## src/rtl/hysteresis_wave_comparator.sv

```systemverilog
// DDS-style waveform generator (sine/square/triangle/sawtooth) driving a
// Schmitt-trigger comparator that turns the sample stream into a clean 1-bit
// square wave.
//
//   state   | meaning
//   --------+-----------------------------------------------------------
//   ST_LOW  | comparator output low; waits for wave_out >= TH_HIGH
//   ST_HIGH | comparator output high; waits for wave_out <= TH_LOW
module hysteresis_wave_comparator #(
    parameter logic [7:0] TH_HIGH = 8'd192,
    parameter logic [7:0] TH_LOW  = 8'd64
) (
    input  logic       clk_100kHz,
    input  logic       rst_,
    input  logic [1:0] sw,
    input  logic [7:0] freq_ctrl,
    output logic [7:0] wave_out,
    output logic       square_wave
);

    typedef enum logic {
        ST_LOW  = 1'b0,
        ST_HIGH = 1'b1
    } cmp_state_t;

    logic [7:0] phase;
    logic [7:0] sample_next;
    logic [5:0] q_idx;
    logic [6:0] q_mag;
    logic [7:0] sine_val;
    cmp_state_t cmp_state;
    cmp_state_t cmp_next;

    // round(127*sin(2*pi*i/256)) for i = 0..63; i = 64 (the peak) is handled outside
    function automatic logic [6:0] quarter_sine(input logic [5:0] idx);
        logic [6:0] v;
        case (idx)
            6'd0:  v = 7'd0;    6'd1:  v = 7'd3;    6'd2:  v = 7'd6;    6'd3:  v = 7'd9;
            6'd4:  v = 7'd12;   6'd5:  v = 7'd16;   6'd6:  v = 7'd19;   6'd7:  v = 7'd22;
            6'd8:  v = 7'd25;   6'd9:  v = 7'd28;   6'd10: v = 7'd31;   6'd11: v = 7'd34;
            6'd12: v = 7'd37;   6'd13: v = 7'd40;   6'd14: v = 7'd43;   6'd15: v = 7'd46;
            6'd16: v = 7'd49;   6'd17: v = 7'd51;   6'd18: v = 7'd54;   6'd19: v = 7'd57;
            6'd20: v = 7'd60;   6'd21: v = 7'd63;   6'd22: v = 7'd65;   6'd23: v = 7'd68;
            6'd24: v = 7'd71;   6'd25: v = 7'd73;   6'd26: v = 7'd76;   6'd27: v = 7'd78;
            6'd28: v = 7'd81;   6'd29: v = 7'd83;   6'd30: v = 7'd85;   6'd31: v = 7'd88;
            6'd32: v = 7'd90;   6'd33: v = 7'd92;   6'd34: v = 7'd94;   6'd35: v = 7'd96;
            6'd36: v = 7'd98;   6'd37: v = 7'd100;  6'd38: v = 7'd102;  6'd39: v = 7'd104;
            6'd40: v = 7'd106;  6'd41: v = 7'd107;  6'd42: v = 7'd109;  6'd43: v = 7'd111;
            6'd44: v = 7'd112;  6'd45: v = 7'd113;  6'd46: v = 7'd115;  6'd47: v = 7'd116;
            6'd48: v = 7'd117;  6'd49: v = 7'd118;  6'd50: v = 7'd120;  6'd51: v = 7'd121;
            6'd52: v = 7'd122;  6'd53: v = 7'd122;  6'd54: v = 7'd123;  6'd55: v = 7'd124;
            6'd56: v = 7'd125;  6'd57: v = 7'd125;  6'd58: v = 7'd126;  6'd59: v = 7'd126;
            6'd60: v = 7'd126;  6'd61: v = 7'd127;  6'd62: v = 7'd127;  6'd63: v = 7'd127;
            default: v = 7'd0;
        endcase
        return v;
    endfunction

    // Waveform sample for the current (pre-update) phase
    always_comb begin
        q_idx = phase[6] ? (6'd0 - phase[5:0]) : phase[5:0];
        q_mag = (phase[6] && (phase[5:0] == 6'd0)) ? 7'd127 : quarter_sine(q_idx);
        sine_val = phase[7] ? (8'd128 - {1'b0, q_mag}) : (8'd128 + {1'b0, q_mag});
        case (sw)
            2'b00:   sample_next = sine_val;
            2'b01:   sample_next = phase[7] ? 8'd0 : 8'd255;
            2'b10:   sample_next = {(phase[7] ? ~phase[6:0] : phase[6:0]), 1'b0};
            default: sample_next = phase;
        endcase
    end

    // Phase accumulator and registered sample
    always_ff @(posedge clk_100kHz or posedge rst_) begin
        if (rst_) begin
            phase    <= 8'd0;
            wave_out <= 8'd0;
        end else begin
            phase    <= phase + freq_ctrl;
            wave_out <= sample_next;
        end
    end

    // Comparator state register
    always_ff @(posedge clk_100kHz or posedge rst_) begin
        if (rst_) begin
            cmp_state <= ST_LOW;
        end else begin
            cmp_state <= cmp_next;
        end
    end

    // Hysteresis decision on the registered sample; between thresholds it holds
    always_comb begin
        cmp_next = cmp_state;
        if (wave_out >= TH_HIGH) begin
            cmp_next = ST_HIGH;
        end else if (wave_out <= TH_LOW) begin
            cmp_next = ST_LOW;
        end
    end

    assign square_wave = (cmp_state == ST_HIGH);

endmodule

```

## config.mk

```make
export PLATFORM = sky130hd
export DESIGN_NAME = hysteresis_wave_comparator
export DESIGN_NICKNAME = d
export VERILOG_FILES = /design/src/rtl/hysteresis_wave_comparator.sv
export SDC_FILE = /design/constraint.sdc
export NUM_CORES = 1
export LEC_CHECK = 0
export ABC_CLOCK_PERIOD_IN_PS = 3500
export CORE_MARGIN = 2
export CORE_UTILIZATION = 53
export DETAILED_ROUTE_END_ITERATION = 7
export PLACE_DENSITY_LB_ADDON = 0.3
export REMOVE_ABC_BUFFERS = 1
export SLEW_MARGIN = 20
export SYNTH_ARGS = -nofsm -noshare
export SYNTH_HDL_FRONTEND = slang
export SYNTH_SLANG_ARGS = --single-unit
```

## constraint.sdc

```tcl
create_clock -name clk_100kHz -period 3.5 [get_ports clk_100kHz]
set_clock_uncertainty 0.05 [all_clocks]
set_input_delay 0.7 -clock clk_100kHz [delete_from_list [all_inputs] [get_ports clk_100kHz]]
set_output_delay 0.7 -clock clk_100kHz [all_outputs]
set_load 0.02 [all_outputs]
```

==> metrics.csv, run 1 <==
metric,value,unit
Post-Synth Simple-Gate Area,24.23,%
htree depth,1,
CTS max path bufs,2,
# setup viols final,0,
"Avg Cell Area, Syn",7.886,um^2
die width,70.14,um
Final #Nets,345,
post-DP HPWL,4520,um
count of cell types in the netlist,67,
mux cell area share after synthesis,2.698,%
Worst-Skew Late Latency,0.26,ns
Fmax,0.2982,GHz
vias in the first global route,2213,
Syn Inst Count,294,
HP Class,reg -> reg,
critical path peak fanout,11,
cell row count,24,
Port Buf Inserts,20,
clk sinks,17,
count of final max-slew check failures,0,
synth top area cells,"dfrtp_1 18%, ha_1 9.2%, xnor2_1 4.9%",
CTS buffer count,3,
Rel. slew slack,49.52,%
fraction of layout instances using a drive strength above 1,13.38,%
DP Worst Slack,0.2320,ns
DRC errors left,0,
setup ws final,0.1463,ns
gr usage total,25.31,%
diode count,0,
Post-Synth XOR/XNOR Area,8.473,%
initial antenna violation count,0,
Resize count post-CTS,0,
clock slew at reported path FFs,0.07,ns
Post-DP Area,2624,um^2
via/cell ratio,6.582,
Tcrit/Tclk final,95.82,%
Worst EP arrival,3.47,ns
Initial Util,53.99,%
# IOs,21,
first-pass GRT wire length,10370,um
outcome,completed,
post-CTS setup buffers,0,
area delta synth->final,16.24,%
crit path time final,3.354,ns
prevailing post-synth register cell,dfrtp_1,
Tightest Pin Transition,0.7572,ns
initial DRC count,240,
Post-synth EDFFs,0,
Max Cap Violations,0,
CTS tree,built,
Synth area leader,dfrtp_1,
area share of the largest cell type after synthesis,18.35,%
die area,4920,um^2
largest family of logic cells by synthesized area,compound AO/OA/AOI/OAI gates,
largest net degree at the start of global routing,22,
"flops & latches, synth",17,
fin area,2695,um^2
die height,70.14,um
post-synthesis cell area,2318,um^2
RSZ-0062 raised after global routing,false,
drt total wl,6114,um
routed len/inst,16.70,um
gpl congestion,0.9106,
compound-gate portion of the synthesized area,29.03,%
core area,4294,um^2
routed vias,2409,
"Data required, critical path",3.62,ns
sequential fraction of the synthesis area,18.35,%
drt pass-1 iters,5,
adder-cell share of the synthesized area,10.04,%
root buf cell,clkbuf_8,
YS warnings,0,
# hold bufs at CTS,0,
antenna-violating nets left,0,
final hold violations,0,
total gr overflow,0,
crit start category,register,
kind of end point of the critical path,register,
WS Path Type,reg -> reg,
Post-synth ARST share,100.0,%
-- layout by cell type, fill, tap and decap left out, types with 3 or more instances in the layout --
master,synthesis,routed
o21bai_1,3,3
inv_1,16,15
o31ai_1,8,8
clkdlybuf4s50_1,0,20
clkbuf_8,0,3
nor2_1,11,11
a31oi_1,4,4
ha_2,0,4
a21oi_1,15,15
mux2i_1,4,4
xnor2_1,13,13
nand2b_1,11,11
xor2_1,5,5
nand3_1,11,11
nor3_1,12,12
o2111ai_1,3,3
buf_4,0,19
nand2_1,24,24
nand4_1,4,4
nor4_1,4,4
a32oi_1,4,4
ha_1,17,13
a211oi_1,7,5
nor3b_1,4,4
a211oi_2,2,4
dfrtp_1,17,17
o21ai_0,18,18
-- synthesized netlist by cell type (all sizes together), types with 3 or more instances --
library cell  instances
o31ai                 8
nor4                  4
a211oi                9
nand2b               11
mux2i                 4
a31oi                 4
nor3b                 4
nand3                11
nor3                 13
clkbuf               13
o21bai                3
or4                   3
nand4                 4
xnor2                14
buf                  10
xor2                  5
a32oi                 4
inv                  16
nand2                24
a21oi                15
nor2                 11
o2111ai               3
o21ai                20
ha                   17
or3                   3
dfrtp                17
-- stage by stage --
stage	cells	hold slack [ns]	TNS (ns)	utilization [%]
5_1_grt	366	0.5151	0	62.76
6_report	366	0.4535	0	62.76
4_1_cts	366	0.4568	0	62.15
3_3_place_gp	362	0.4377	0	61.10
3_5_place_dp	362	0.4408	0	61.10
2_1_floorplan	271	0.5499	-0.6893	-
-- metal layers --
metal	share of wire [%]	GRT usage [%]	vias up
met5	0	0	-
met4	0.44	4.274	0
met3	5.2	2.742	6
met2	49	43.60	95
met1	45	34.67	1167
li1	-	-	1141
-- flip-flops by register name, indices dropped and copies added (netlist names) --
name / cells
phase: 8
square_wave: 1
wave_out: 8
-- kinds of logic after synthesis --
group | after synthesis
buffers and inverters | 40
AO/OA/AOI/OAI | 92
multiplexers | 6
flip-flops | 17
XOR/XNOR | 20
adder cells (fa/ha/maj) | 18
AND/OR/NAND/NOR | 101
-- critical path: stages, from the launching register on --
cell,delay (ns)
dfrtp_1,0.39
buf_4,0.18
or4_4,0.55
o21ai_4,0.20
xor2_1,0.56
mux2i_1,0.28
o32ai_2,0.16
or3_4,0.42
o2111a_1,0.26
nor3_1,0.20
-- final cells by class --
| cell class | count | area, um^2 |
|---|---|---|
| Multi-Input combinational cell | 237 | 1753 |
| Fill cell | 395 | 1599 |
| Sequential cell | 17 | 425.4 |
| Timing Repair Buffer | 39 | 342.8 |
| Tap cell | 52 | 65.06 |
| Inverter | 17 | 63.81 |
| Clock buffer | 4 | 45.04 |
-- final timing paths --
path / cells past startpoint / end / from / slack [ns]
worst max-delay path: 9 / wave_out[6] / phase[1] / 0.15
worst min-delay path: 2 / square_wave / wave_out[6] / 0.45
worst max register to register: 9 / wave_out[6] / phase[1] / 0.15
worst min register to register: 2 / square_wave / wave_out[6] / 0.45
max in group asynchronous: 2 / phase[1] / rst_ / 2.17
min in group asynchronous: 2 / square_wave / rst_ / 0.79
Power of run 1 is left out: the tool's default activity adds up to more than one toggle a clock period on the data nets, which glitch-free logic cannot reach.
==> run 2: changes to the inputs <==
Settings changed: CAP_MARGIN set to 25.
==> results of run 2 <==
The final DEF is identical to that of run 1; final timing and power are the same.
Power of run 2 is left out for the same reason.
